<file path="src/rtl/riscv_mem_pkg.sv">
// Shared types and helpers for the RV32 data-memory responder and its array.
// Holds the FSM state encoding, bus widths and the byte-enable merge function.
package riscv_mem_pkg;

    localparam int DATA_W = 32;
    localparam int BE_W   = 4;

    typedef enum logic [1:0] {
        IDLE,
        WAIT,
        RESP
    } state_t;

    function automatic logic [DATA_W-1:0] apply_be(
        input logic [DATA_W-1:0] old,
        input logic [DATA_W-1:0] wdata,
        input logic [BE_W-1:0]   be
    );
        logic [DATA_W-1:0] merged;
        merged = old;
        for (int i = 0; i < BE_W; i++) begin
            if (be[i]) merged[8*i +: 8] = wdata[8*i +: 8];
        end
        return merged;
    endfunction

endpackage

</file>
<file path="src/rtl/riscv_dmem_array.sv">
// DEPTH x 32 data array: synchronous byte-enabled write, combinational read, no reset.
// Contents survive reset; the caller is responsible for range-checking the write index.
module riscv_dmem_array
    import riscv_mem_pkg::*;
#(
    parameter int DEPTH = 32,
    parameter int IDX_W = $clog2(DEPTH)
) (
    input  logic              clk,
    input  logic              wr_en,
    input  logic [IDX_W-1:0]  wr_idx,
    input  logic [DATA_W-1:0] wr_data,
    input  logic [BE_W-1:0]   wr_be,
    input  logic [IDX_W-1:0]  rd_idx,
    output logic [DATA_W-1:0] rd_data
);

    logic [DATA_W-1:0] mem [DEPTH];

    always_ff @(posedge clk) begin
        if (wr_en) mem[wr_idx] <= apply_be(mem[wr_idx], wr_data, wr_be);
    end

    assign rd_data = mem[rd_idx];

endmodule

</file>
<file path="src/rtl/riscv_dmem_responder.sv">
// Single-outstanding load/store responder; response valid WAIT_CYCLES+1 edges after accept.
// Response is held until rsp_ready; req_ready stays low from accept until the cycle after that handshake.
module riscv_dmem_responder
    import riscv_mem_pkg::*;
#(
    parameter int DEPTH       = 32,
    parameter int ADDR_W      = 5,
    parameter int WAIT_CYCLES = 2
) (
    input  logic              clk,
    input  logic              rst,
    input  logic              req_valid,
    output logic              req_ready,
    input  logic              req_we,
    input  logic [ADDR_W-1:0] req_addr,
    input  logic [31:0]       req_wdata,
    input  logic [3:0]        req_be,
    output logic              rsp_valid,
    input  logic              rsp_ready,
    output logic [31:0]       rsp_rdata,
    output logic              rsp_err,
    output logic              busy
);

    localparam int IDX_W = $clog2(DEPTH);

    state_t            state, state_nxt;
    logic [3:0]        cnt;
    logic              lat_we;
    logic [ADDR_W-1:0] lat_addr;
    logic [DATA_W-1:0] lat_wdata;
    logic [BE_W-1:0]   lat_be;

    logic              accept, enter_resp, rsp_done;
    logic              in_range, wr_en;
    logic [IDX_W-1:0]  idx;
    logic [DATA_W-1:0] rd_word;

    assign in_range  = 32'(lat_addr) < 32'(DEPTH);
    assign idx       = lat_addr[IDX_W-1:0];
    // A store aborted by reset on its commit edge must not reach the array.
    assign wr_en     = enter_resp & lat_we & in_range & ~rst;

    assign req_ready = (state == IDLE);
    assign rsp_valid = (state == RESP);
    assign busy      = (state != IDLE);

    always_comb begin
        state_nxt  = state;
        accept     = 1'b0;
        enter_resp = 1'b0;
        rsp_done   = 1'b0;
        case (state)
            IDLE: begin
                if (req_valid) begin
                    accept    = 1'b1;
                    state_nxt = WAIT;
                end
            end
            WAIT: begin
                if (cnt == 4'd0) begin
                    enter_resp = 1'b1;
                    state_nxt  = RESP;
                end
            end
            RESP: begin
                if (rsp_ready) begin
                    rsp_done  = 1'b1;
                    state_nxt = IDLE;
                end
            end
            default: state_nxt = IDLE;
        endcase
    end

    always_ff @(posedge clk) begin
        if (rst) state <= IDLE;
        else     state <= state_nxt;
    end

    // Even with zero wait states the request spends one cycle in WAIT, so the
    // array is always addressed from the latched copy.
    always_ff @(posedge clk) begin
        if (rst) begin
            cnt       <= 4'd0;
            lat_we    <= 1'b0;
            lat_addr  <= '0;
            lat_wdata <= '0;
            lat_be    <= '0;
            rsp_rdata <= '0;
            rsp_err   <= 1'b0;
        end else begin
            if (accept) begin
                lat_we    <= req_we;
                lat_addr  <= req_addr;
                lat_wdata <= req_wdata;
                lat_be    <= req_be;
                cnt       <= 4'(WAIT_CYCLES);
            end else if (state == WAIT && cnt != 4'd0) begin
                cnt <= cnt - 4'd1;
            end

            if (enter_resp) begin
                rsp_err   <= ~in_range;
                rsp_rdata <= (!lat_we && in_range) ? rd_word : '0;
            end else if (rsp_done) begin
                rsp_err   <= 1'b0;
                rsp_rdata <= '0;
            end
        end
    end

    riscv_dmem_array #(
        .DEPTH (DEPTH),
        .IDX_W (IDX_W)
    ) u_array (
        .clk     (clk),
        .wr_en   (wr_en),
        .wr_idx  (idx),
        .wr_data (lat_wdata),
        .wr_be   (lat_be),
        .rd_idx  (idx),
        .rd_data (rd_word)
    );

endmodule

</file>
<file path="config.mk">
export PLATFORM = sky130hd
export DESIGN_NAME = riscv_dmem_responder
export DESIGN_NICKNAME = d
export VERILOG_FILES = /design/src/rtl/riscv_mem_pkg.sv /design/src/rtl/riscv_dmem_array.sv /design/src/rtl/riscv_dmem_responder.sv
export SDC_FILE = /design/constraint.sdc
export NUM_CORES = 1
export LEC_CHECK = 0
export BUFFER_PORTS_ARGS = -buffer_cell sky130_fd_sc_hd__buf_2
export CORE_MARGIN = 1.5
export CORE_UTILIZATION = 55
export DETAILED_ROUTE_END_ITERATION = 12
export HOLD_SLACK_MARGIN = 0.06
export PLACE_DENSITY = 0.71
export SKIP_CTS_REPAIR_TIMING = 1
export SLEW_MARGIN = 15
export SYNTH_ARGS = -nofsm -noshare
export SYNTH_HDL_FRONTEND = slang
export SYNTH_SLANG_ARGS = --single-unit
</file>
<file path="constraint.sdc">
create_clock -name clk -period 3.9 [get_ports clk]
set_input_delay 0.78 -clock clk [delete_from_list [all_inputs] [get_ports clk]]
set_output_delay 0.78 -clock clk [all_outputs]
set_load 0.01 [all_outputs]
</file>
==> results.toml, run 1 <==
[setup_path]
crit_fanout = 35
required_ns = 4.28
arrival_ns = 3.93
crit_buf_inv = 1
crit_family = "multiplexers"
cp_cell_sequence = "buf_4, mux2i_1, a22oi_1, a21oi_1, nor4_1, mux2_2"
max_stage_delay_ns = 0.70
critPathSlowestCell = "nor4_1"
cp-end-kind = "register"
start_kind = "register"
worstSetupPathType = "register to register"

[floorplanning]
rows = 102
dieArea_sq_um = 79700
start_util = 0.555
fp.coreArea_sq_um = 77300
io_pins = 82
die_height_um = 282
die_w_um = 282

[detailed_routing]
vias = 24000
wl_per_cell_um = 29.6
drt-pass1-iter-count = 5
drc = 0
ant_nets = 0
drt-initial-drc-count = 2833
drt-vias-per-instance = 6.39
totalWireLength_um = 111000

[pwr]
vdd_drop_max_mv = 0.413
leakagePower_nw = 15.3
p_int_w = 0.0201
swShare = 0.229
pwr-share-clk = 0.390
seqPwrFrac = 0.529
p_per_area_nw_per_um2 = 534
p_sw_w = 0.00596
p_comb_frac = 0.081

[clock_network]
cts_buffers = 106
numClockSinks = 1109
cts-htree-levels = 3
clk_latency_ns = 0.68
cts.reportedPaths.clkPinSlew_ns = 0.07
root_buffer = "clkbuf_16"
cts_tree = "built"
clockBufferDepth = 3

[synth]
syn_area_sq_um = 42900
ys_seq_area_frac = 0.756
synth_area_leaders = "edfxtp_1, mux2i_1, a22oi_1"
netlist_instances = 2484
synth-edff-count = 1024
yosysMostFrequentCell = "edfxtp_1"
ys_warn_count = 0
synth_top_cells_by_count = "edfxtp_1, mux2i_1, a22oi_1, a21oi_1, nand2_1"
synth_flop_cell = "edfxtp_1"
avgSynthCellArea_sq_um = 17.3
yosysTopAreaCellShare = 0.717
synth_cell_types = 38
synth_fp_nets = 2531
synth.ff_latch_count = 1109
async_flop_share = 0
yosysTopAreaCell = "edfxtp_1"

[layout]
regArea_sq_um = 32500
drive_gt1_frac = 0.159
multi_input_area_sq_um = 9860
fin_cells = 3758
num_antenna_cells = 0
final_cell_area_sq_um = 48700
final_nets = 2673
syn_to_final_growth_pct = 13.6
final_util = 0.630
fillers = 5329

[timing]
rsz0062_at_grt = "no"
period_share = 0.910
whs_ns = 0.353
fin_tns_setup_ns = 0
period_minus_slack_ns = 3.55
slew_violations = 0
tightest_slew_ns = 1.10
setup-violations-final = 0
fmax_ghz = 0.282
final-hold-violation-count = 0
slew_headroom = 0.263
finClkSkew_ns = 0.0296

[placed_design]
hpwl_um = 61700
place_area_sq_um = 45300
port_buffers = 80
dpl.cell_count = 3558
place_congestion = 0.846

[grt]
busiest_layer = "met2"
grt_use_met1 = 0.378
grt.total_usage = 0.280
use_met3 = 0.0437
met2_usage = 0.461
gr-total-overflow = 0
grt_antenna_before_repair = 1
grt_max_degree = 101
grt_pass1_wl_um = 160000
grt_pass1_vias = 23800

[run]
max_cap_violations = 0

[worst_hold_path]
min_path_type = "input pin to register"
hp-start = "req_wdata[0]"

[run_status]
status = "complete, no violations"
[metrics by stage]
stage          power, W  setup slack (ns)
5_1_grt          0.0267             0.263
3_3_place_gp     0.0160             0.556
2_1_floorplan    0.0153             0.442
4_1_cts          0.0261             0.391
3_5_place_dp     0.0161             0.429
6_report         0.0260             0.351
[cells by family after synthesis]
family	share of synthesized area
xor gates and xnor gates	0.000613
muxes	0.126
adders and majority gates	0.000292
other	0.0000874
DFF	0.756
AOI/OAI and AO/OA	0.0738
and+or+nand+nor	0.0220
buffers and inverters	0.0208
[per-layer routing]
metal / up-vias / part of all wire
met2: 1237 / 0.49
met1: 12400 / 0.39
met5: - / 0.00012
met3: 228 / 0.085
met4: 2 / 0.035
li1: 10200 / -
[power groups by stage]
stage	combinational (W)	sequential (W)	clock, W
after floorplan	0.00134	0.0140	0
after global placement	0.00203	0.0140	0
after detailed placement	0.00210	0.0140	0
after CTS	0.00211	0.0138	0.0102
final	0.00212	0.0138	0.0101
after global routing	0.00227	0.0138	0.0107
[cell usage in the layout (no fill, tap or decap), drive strengths merged, types with 2 or more instances in the layout]
cell type     n
edfxtp     1024
mux2i       512
a22oi       256
buf         190
a21oi       172
clkbuf      142
nand2       106
dfxtp        85
clkinv       40
nor2         38
nor4         25
mux2         25
a22o         25
inv          10
bufinv        8
o21ai         8
or4           7
o41ai         7
nor3          5
nor2b         4
nand2b        4
nand3b        3
clkinvlp      3
nand4b        2
or3           2
or3b          2
xor2          2
and2          2
nor3b         2
[tightest hold or removal path: cells and delay by family]
family                 cells  cell delay [ns]
AO/OA/AOI/OAI              1             0.05
buffers and inverters      1             0.09
AND/OR/NAND/NOR            1             0.05
[worst paths after layout]
kind | end | slack [ns] | cells past startpoint
worst min register to register | lat_wdata[14]$_SDFFE_PP0P_ | 0.45 | 2
worst max register to register | u_array.mem[3][7]$_DFFE_PP_ | 0.35 | 6
worst min-delay path | lat_wdata[0]$_SDFFE_PP0P_ | 0.35 | 3
worst max-delay path | u_array.mem[3][7]$_DFFE_PP_ | 0.35 | 6
[layout make-up]
type	count	share of cell area
clock buffer	142	0.0599
inverter	3	0.000231
tap	1040	0.0267
multi-input combinational	1216	0.202
sequential	1109	0.666
clock inverter	58	0.0107
timing repair buffer	190	0.0342
[sequential cells by signal (all words and copies together) (netlist names), named ones only]
signal / flops
lat_be: 4
lat_wdata: 32
u_array.mem: 1024
lat_we: 1
cnt: 4
rsp_rdata: 32
state: 2
idx: 5
Note: power is estimated with default switching activity, not from simulation.
==> inputs of run 2 (changes only) <==
- ABC_AREA: not set -> 1
==> run 2 against run 1 <==
Combinational power grew 52%. Sequential share of layout area down 1.5 points. Critical endpoint is now u_array.mem[25][7]$_DFFE_PP_. Clock-buffer cell count rose by 2. Final area up 2.3%. Worst setup slack improved by 0.40 ns. Synthesized cell count rose by 56%.
==> results.toml, run 2 <==
[timing]
fin_tns_setup_ns = 0
tightest_slew_ns = 1.08
fin_ws_ns = 0.754
rsz0062_at_grt = "no"
slew_violations = 0
fmax_ghz = 0.318
slew_headroom = 0.282
period_minus_slack_ns = 3.15
setup-violations-final = 0
final-hold-violation-count = 0
finClkSkew_ns = 0.0286
period_share = 0.807

[grt]
grt_pass1_vias = 28700
gr-total-overflow = 0
grt_antenna_before_repair = 1
grt.total_usage = 0.304
grt_pass1_wl_um = 184000
grt_max_degree = 149

[floorplanning]
fp.coreArea_sq_um = 80500
die_height_um = 288
die_w_um = 288
io_pins = 82
start_util = 0.555
rows = 104
dieArea_sq_um = 83000

[pwr]
p_per_area_nw_per_um2 = 543
vdd_drop_max_mv = 0.422
leakagePower_nw = 18.1

[clock_network]
cts_buffers = 104
cts_tree = "built"
clk_latency_ns = 0.69
clockBufferDepth = 3
cts.reportedPaths.clkPinSlew_ns = 0.06
cts-htree-levels = 3
numClockSinks = 1109
root_buffer = "clkbuf_16"

[placed_design]
place_congestion = 0.815
hpwl_um = 65500
dpl.cell_count = 4895
port_buffers = 80
dp_slack_ns = 0.846

[setup_path]
arrival_ns = 3.48
worstSetupPathType = "register to register"
crit_fanout = 146
start_kind = "register"
required_ns = 4.23
cp-end-kind = "register"

[synth]
ys_seq_area_frac = 0.726
ys_warn_count = 0
synth-edff-count = 1024
synth_top_cells_by_count = "nand2_1, edfxtp_1, nand3_1, buf_2, nor2_1"
synth_fp_nets = 3921
yosysTopAreaCell = "edfxtp_1"
synth_flop_cell = "edfxtp_1"
synthSimpleGateAreaFrac = 0.227
avgSynthCellArea_sq_um = 11.5
yosysMostFrequentCell = "nand2_1"
synth-compound-area-share = 0.0101
async_flop_share = 0
synth_cell_types = 28
yosysTopAreaCellShare = 0.687
synth_top_family_by_area = "simple AND/OR/NAND/NOR gates"
synthMuxAreaShare = 0
synth_fa_ha_area_frac = 0.000280
synth-xor-area-share = 0.000196
synth.ff_latch_count = 1109
netlist_instances = 3874
synth_area_leaders = "edfxtp_1, nand2_1, nand3_1"
syn_area_sq_um = 44700

[layout]
reg.largest.list = "u_array.mem: 1024 flops, lat_wdata: 32 flops, rsp_rdata: 32 flops"
top_register = "u_array.mem"
largest_register_ffs = 1024
syn_to_final_growth_pct = 11.5
final_common_cell = "nand2_1"
final_nets = 3988
layout_common_cells = "nand2_1, edfxtp_1, nand3_1"
drive_gt1_frac = 0.100
fin_cells = 5093

[detailed_routing]
totalWireLength_um = 126000
wl_per_cell_um = 24.7
ant_nets = 0
drt-initial-drc-count = 4092
drt-vias-per-instance = 6.04
drc = 0
drt-pass1-iter-count = 6
vias = 30800

[worst_hold_path]
min_path_type = "input pin to register"

[run_status]
status = "complete, no violations"

[run]
max_cap_violations = 0
run 2: changes by cell type in the layout (fill, tap and decap cells not counted), sizes merged, moves of 16 or more:
cell	previous run	this run
inv	10	26
nor4	25	1
nor2	38	105
a21oi	172	46
mux2i	512	0
a22oi	256	0
buf	190	206
nand3	1	909
nand2	106	1384
mux2	25	0
a22o	25	0
o21ai	8	43
run 2: logic make-up (layout without fill, tap and decap cells):
family	Yosys count	after routing
AOI/OAI and AO/OA	90	90
xor gates and xnor gates	1	1
adders and majority gates	1	1
buffers and inverters	271	429
DFF	1109	1109
other	1	2
and+or+nand+nor	2401	2401
run 2: power by group:
group / internal, W / total (W) / switching [W]
sequential: 0.0139 / 0.0140 / 0.000102
combinational: 0.000775 / 0.00323 / 0.00246
clock: 0.00546 / 0.00984 / 0.00438
total: 0.0201 / 0.0271 / 0.00694
run 2: through the flow:
stage,utilization,hold slack [ns],instance area (sq um),total power [W]
2_1_floorplan,-,0.445,44700,0.0163
5_1_grt,0.619,0.366,49900,0.0279
3_5_place_dp,0.578,0.456,46600,0.0174
4_1_cts,0.619,0.326,49900,0.0270
6_report,0.619,0.343,49900,0.0271
3_3_place_gp,0.578,0.451,46600,0.0173
run 2: final cells by class:
cell class	instances	area [sq um]
Antenna cell	1	2.50
Clock buffer	144	2930
Clock inverter	53	383
Fill cell	6018	30700
Inverter	26	126
Multi-Input combinational cell	2494	10900
Sequential cell	1109	32500
Tap cell	1060	1330
Timing Repair Buffer	206	1730
run 2: layer usage:
layer	up-vias	wire length [um]	GRT usage	share of wire
li1	13700	-	-	-
met1	14800	47700	0.421	0.38
met2	1950	57700	0.467	0.46
met3	327	15600	0.0727	0.12
met4	2	4840	0.120	0.038
met5	-	7	0	0.000056
run 2: final timing paths:
check | cells past startpoint | to | slack, ns | startpoint
max | 9 | u_array.mem[25][7]$_DFFE_PP_ | 0.75 | register
min reg2reg | 2 | rsp_rdata[31]$_SDFFE_PP0P_ | 0.46 | rsp_rdata[31]$_SDFFE_PP0P_
max reg2reg | 9 | u_array.mem[25][7]$_DFFE_PP_ | 0.75 | register
min | 3 | lat_wdata[17]$_SDFFE_PP0P_ | 0.34 | req_wdata[17]
run 2: worst max-delay path, cell delays in order, from the launching register on:
cell and delay (ns):
dfxtp_4 0.58, buf_12 0.54, nand2_1 0.11, nand3_1 0.12, nand3_1 0.11, nand2_1 0.11, nand2_1 0.10, nand3_1 0.19
nand3_1 0.10, nand2_1 0.71
